File: config.mk
export PLATFORM = sky130hd
export DESIGN_NAME = sha256_round_sequencer
export DESIGN_NICKNAME = d
export VERILOG_FILES = /design/src/rtl/sha256_round_sequencer.sv
export SDC_FILE = /design/constraint.sdc
export NUM_CORES = 2
export LEC_CHECK = 0
export CAP_MARGIN = 15
export CORE_ASPECT_RATIO = 0.6
export CORE_MARGIN = 5
export CORE_UTILIZATION = 35
export CTS_BUF_LIST = sky130_fd_sc_hd__clkbuf_8
export CTS_CLUSTER_SIZE = 16
export DETAILED_ROUTE_END_ITERATION = 10
export GPL_TIMING_DRIVEN = 0
export PLACE_DENSITY = 0.62
export RECOVER_POWER = 50
export SYNTH_ARGS = -nofsm -noshare
export SYNTH_HDL_FRONTEND = slang
export SYNTH_SLANG_ARGS = --single-unit
File: constraint.sdc
create_clock -name clk -period 9.9 [get_ports clk]
set_clock_uncertainty 0.15 [all_clocks]
set_input_delay 2.475 -clock clk [delete_from_list [all_inputs] [get_ports clk]]
set_output_delay 2.475 -clock clk [all_outputs]
set_load 0.01 [all_outputs]
File: src/rtl/sha256_round_sequencer.sv
// SHA-256 compression sequencer: latches a midstate, loads 16 message words,
// runs ROUNDS rounds (one per clock) with an on-the-fly message schedule, adds
// the midstate back in and holds the digest until the consumer accepts it.
module sha256_round_sequencer #(
    parameter int unsigned ROUNDS = 64
) (
    input  logic         clk,
    input  logic         rst,
    input  logic         start,
    input  logic [255:0] midstate,
    input  logic [31:0]  msg_word,
    input  logic         msg_valid,
    output logic         msg_ready,
    output logic [5:0]   round_idx,
    input  logic [31:0]  k_in,
    output logic         busy,
    output logic [255:0] digest,
    output logic         digest_valid,
    input  logic         digest_ready
);

    typedef enum logic [2:0] {
        S_IDLE,
        S_LOAD,
        S_ROUND,
        S_FINAL,
        S_DONE
    } state_t;

    localparam logic [5:0] LAST_ROUND = 6'(ROUNDS - 1);

    // Lane 7 holds H0 / a and lane 0 holds H7 / h, so the packed vectors line
    // up directly with the midstate and digest bit order.
    state_t            state_q,  state_d;
    logic [7:0][31:0]  h_q,      h_d;
    logic [7:0][31:0]  v_q,      v_d;
    logic [15:0][31:0] w_q,      w_d;
    logic [3:0]        cnt_q,    cnt_d;
    logic [5:0]        t_q,      t_d;
    logic [7:0][31:0]  digest_q, digest_d;

    logic [31:0] t1;
    logic [31:0] t2;
    logic [31:0] w_next;

    function automatic logic [31:0] rotr(input logic [31:0] x, input int unsigned n);
        return (x >> n) | (x << (32 - n));
    endfunction

    function automatic logic [31:0] bsig0(input logic [31:0] x);
        return rotr(x, 2) ^ rotr(x, 13) ^ rotr(x, 22);
    endfunction

    function automatic logic [31:0] bsig1(input logic [31:0] x);
        return rotr(x, 6) ^ rotr(x, 11) ^ rotr(x, 25);
    endfunction

    function automatic logic [31:0] ssig0(input logic [31:0] x);
        return rotr(x, 7) ^ rotr(x, 18) ^ (x >> 3);
    endfunction

    function automatic logic [31:0] ssig1(input logic [31:0] x);
        return rotr(x, 17) ^ rotr(x, 19) ^ (x >> 10);
    endfunction

    // State register with synchronous active-low reset.
    always_ff @(posedge clk) begin
        if (!rst) begin
            state_q <= S_IDLE;
        end else begin
            state_q <= state_d;
        end
    end

    // Next-state selection for the load / round / finalise / handshake sequence.
    always_comb begin
        state_d = state_q;
        case (state_q)
            S_IDLE:  if (start) state_d = S_LOAD;
            S_LOAD:  if (msg_valid && cnt_q == 4'd15) state_d = S_ROUND;
            S_ROUND: if (t_q == LAST_ROUND) state_d = S_FINAL;
            S_FINAL: state_d = S_DONE;
            S_DONE:  if (digest_ready) state_d = S_IDLE;
            default: state_d = S_IDLE;
        endcase
    end

    // Handshake and status outputs decoded from the current state.
    always_comb begin
        msg_ready    = (state_q == S_LOAD);
        busy         = (state_q != S_IDLE);
        digest_valid = (state_q == S_DONE);
        round_idx    = t_q;
        digest       = digest_q;
    end

    // Round function terms and next schedule word from the current window.
    always_comb begin
        t1     = v_q[0] + bsig1(v_q[3]) + ((v_q[3] & v_q[2]) ^ (~v_q[3] & v_q[1]))
               + k_in + w_q[0];
        t2     = bsig0(v_q[7]) + ((v_q[7] & v_q[6]) ^ (v_q[7] & v_q[5]) ^ (v_q[6] & v_q[5]));
        w_next = ssig1(w_q[14]) + w_q[9] + ssig0(w_q[1]) + w_q[0];
    end

    // Datapath next-state: midstate capture, word loading, rounds, final add.
    always_comb begin
        h_d      = h_q;
        v_d      = v_q;
        w_d      = w_q;
        cnt_d    = cnt_q;
        t_d      = t_q;
        digest_d = digest_q;
        case (state_q)
            S_IDLE: begin
                if (start) begin
                    h_d   = midstate;
                    v_d   = midstate;
                    cnt_d = '0;
                    t_d   = '0;
                end
            end
            S_LOAD: begin
                if (msg_valid) begin
                    w_d[cnt_q] = msg_word;
                    cnt_d      = cnt_q + 4'd1;
                end
            end
            S_ROUND: begin
                // a..h shift one lane down; a and e take the freshly computed sums.
                v_d = {t1 + t2, v_q[7:5], v_q[4] + t1, v_q[3:1]};
                w_d = {w_next, w_q[15:1]};
                t_d = (t_q == LAST_ROUND) ? '0 : t_q + 6'd1;
            end
            S_FINAL: begin
                for (int unsigned i = 0; i < 8; i++) begin
                    digest_d[i] = h_q[i] + v_q[i];
                end
            end
            default: ;
        endcase
    end

    // Datapath registers; reset discards any partial block and the digest.
    always_ff @(posedge clk) begin
        if (!rst) begin
            h_q      <= '0;
            v_q      <= '0;
            w_q      <= '0;
            cnt_q    <= '0;
            t_q      <= '0;
            digest_q <= '0;
        end else begin
            h_q      <= h_d;
            v_q      <= v_d;
            w_q      <= w_d;
            cnt_q    <= cnt_d;
            t_q      <= t_d;
            digest_q <= digest_d;
        end
    end

endmodule

==> results.tsv <==
stage	metric	value	unit
clock_network	ctsHoldBuffers	0	
worst_hold_path	hold_path.class	flip-flop to flip-flop	
logic_synthesis	synth_area	75200	um^2
final_layout	final_common_cell	dfxtp_1	
power_and_ir_drop	pwr-share-clk	0.301	
flow_run	cap_violations	5	
route	wl_per_cell	30.1	um
route	first_pass_iters	6	
worst_hold_path	holdPathStages	2	
setup_path	r2r-start	v_q[109]	
logic_synthesis	yosysSeqAreaShare	0.344	
logic_synthesis	syn_inst	9099	
route	wl_met2	145000	um
power_and_ir_drop	p_comb_frac	0.389	
placement	gp_congestion	1.04	
global_route	grt_pass1_wl	533000	um
sta	worst_pin_slew	2820	ps
sta	finalMaxSlewViolations	51	
setup_path	critPathMaxStageDelay	660	ps
status	failed_checks	capacitance limit, slew limit	
final_layout	nFillCells	21534	
clock_network	cts_buffers	218	
final_layout	stdcell_area	90200	um^2
sta	finalHoldViolCount	0	
final_layout	area_growth	20.0	%
die	start_util	0.353	
logic_synthesis	synth-simple-area-share	0.135	
final_layout	regArea	25900	um^2
final_layout	drive_above_1_share	0.0486	
power_and_ir_drop	ir_drop	0.000174	V
placement	dp_hpwl	319000	um
setup_path	cp_common_cell	a21o_1	
die	num_rows	131	
setup_path	cp.required	10630	ps
status	status	finished, violations left	
power_and_ir_drop	leakagePower	0.0394	uW
clock_network	cts_buffer_depth	4	
die	die_h	369	um
logic_synthesis	synth_edf_count	0	
route	dr_wl_met3	54600	um
logic_synthesis	synth_nets	9996	
die	die_area	224000	um^2
logic_synthesis	synthMuxAreaShare	0.0610	
final_layout	finalNetCount	10855	
global_route	grt_max_degree	17	
logic_synthesis	yosysWarnings	0	
setup_path	critical_path_class	input pin to flip-flop	
setup_path	path_max_fanout	8	
global_route	grt_overflow	0	
logic_synthesis	avgSynthCellArea	8.26	um^2
power_and_ir_drop	p_per_area	197	nW/um^2
route	first_iter_violations	10982	
placement	dpl_cell_area	85300	um^2
power_and_ir_drop	p_int	10600	uW
power_and_ir_drop	seqPwrFrac	0.310	
global_route	track_usage	0.332	
route	vias	75292	
logic_synthesis	synth.distinct_cells	97	
setup_path	r2r_slack	1260	ps
worst_hold_path	min_to	w_q[32]	
logic_synthesis	synth_fa_ha_area_frac	0.115	
sta	worst_slack	139	ps
route	antenna_left	0	
route	met1_length	174000	um
logic_synthesis	synth_top_family_by_area	compound AO/OA/AOI/OAI gates	
die	die_width	608	um
clock_network	clock_latency	1020	ps
power_and_ir_drop	p_sw	7210	uW
worst_hold_path	hp-start	w_q[64]	
setup_path	slowest_stage	fa_1	
setup_path	start_kind	input pin	
sta	setup_viol	0	
final_layout	most-common-layout-cells	dfxtp_1, nand2_1, a21oi_1	
clock_network	cts_num_sinks	1293	
sta	fmax	0.102	GHz
setup_path	reg2reg_depth	33	
logic_synthesis	synth_compound_area_frac	0.219	
setup_path	cp.arrival	10490	ps
logic_synthesis	async_flop_share	0	
clock_network	htreeDepth	4	
route	drc	0	
global_route	grt_pass1_vias	69597	
die	io_pins	590	
final_layout	multi_input_area	45100	um^2
logic_synthesis	synth_xor_area_frac	0.0672	
route	vias_per_cell	5.79	
route	top_layer	met5	
logic_synthesis	ys_ff_latch	1293	
die	core_area	213000	um^2
placement	io_buffers	588	
global_route	antenna_found_initial	40	
clock_network	clk_pin_slew	70	ps
logic_synthesis	ys.flop_type	dfxtp_1	
setup_path	worstSetupEndpointType	flip-flop	
sta	max_slew_margin	-0.890	
clock_network	cts_tree	built	
placement	place_ws	-1820	ps
sta	finalCritPeriodShare	0.986	
clock_network	root_buffer	clkbuf_8	
route	finalWirelength	392000	um
setup_path	r2r-end	v_q[255]	
power_and_ir_drop	swShare	0.406	
sta	min_period	9760	ps
-- logic make-up (layout without fill, tap and decap cells) --
family,Yosys count,after routing
and+or+nand+nor,2442,2442
other,0,27
AOI/OAI and AO/OA,2602,2602
buffers and inverters,1155,2178
xor gates and xnor gates,575,575
muxes,457,457
DFF,1293,1293
adders and majority gates,575,575
-- synthesized netlist by cell type, drive strengths merged (195+ instances only) --
cell type	count	area share
fa	195	0.052
a211oi	550	0.055
nor2	765	0.038
clkbuf	584	0.029
dfxtp	1293	0.34
ha	377	0.063
nand2	1245	0.062
a21o	202	0.020
mux2i	447	0.060
a31oi	253	0.021
inv	499	0.025
xnor2	389	0.045
o21ai	451	0.030
a21oi	799	0.054
-- sequential cells by signal, indices dropped and copies added, names as in the netlist --
name and flops:
w_q 512, state_q 3, h_q 256, round_idx 6, v_q 256, cnt_q 4, digest 256
-- critical path: cells and delay by family --
| family | cells | cell delay (ps) |
|---|---|---|
| xor+xnor | 3 | 600 |
| fa+ha+maj | 7 | 2450 |
| simple gates | 3 | 660 |
| buf+inv | 6 | 930 |
| compound gates | 16 | 3360 |
-- routing by layer --
metal / up-vias / GRT usage
met5: - / 0
met4: 18 / 0.136
met3: 690 / 0.122
met2: 4731 / 0.427
met1: 36551 / 0.486
li1: 33302 / -
-- repair_timing --
action                                  CTS  global route
gates resized for setup                  19            28
pin swaps                                 2            12
endpoints found under the setup margin    8             6
setup buffers                             0            10
-- metrics by stage --
step                      hold WS [ps]  setup TNS (ps)   util  instances  power (uW)
after floorplan                    282               0      -       9099        9480
after global placement             293          -17860  0.397      12546       11800
after detailed placement           294          -16420  0.400      12582       11800
after CTS                          284               0  0.422      12965       17200
after global routing               310           -22.3  0.423      12994       18400
final                              288               0  0.423      13008       17800
-- final cells by class --
type                            instances  share of cell area
Antenna cell                           27            0.000749
Buffer                                653              0.0275
Clock buffer                          274              0.0418
Clock inverter                        110             0.00944
Inverter                              499              0.0208
Multi-Input combinational cell       6651               0.500
Sequential cell                      1293               0.287
Tap cell                             2859              0.0396
Timing Repair Buffer                  642              0.0729
-- worst max-delay path by stage --
| stage | startpoint | end | slack (ps) | cells after the start |
|---|---|---|---|---|
| final | k_in[1] | v_q[255] | 140 | 35 |
| after global routing | k_in[2] | v_q[246] | -20 | 35 |
| after CTS | k_in[2] | v_q[255] | 30 | 33 |
| after detailed placement | k_in[2] | v_q[255] | -1820 | 34 |
| after global placement | k_in[2] | v_q[255] | -1880 | 34 |
| after floorplan | k_in[7] | v_q[255] | 670 | 33 |
-- power groups by stage --
stage          Combinational [uW]  Clock, uW  Sequential (uW)
3_5_place_dp                 6220          0             5610
2_1_floorplan                3960          0             5520
3_3_place_gp                 6230          0             5600
4_1_cts                      6370       5350             5490
6_report                     6910       5340             5500
5_1_grt                      7320       5600             5500
Note: power is estimated with default switching activity, not from simulation.
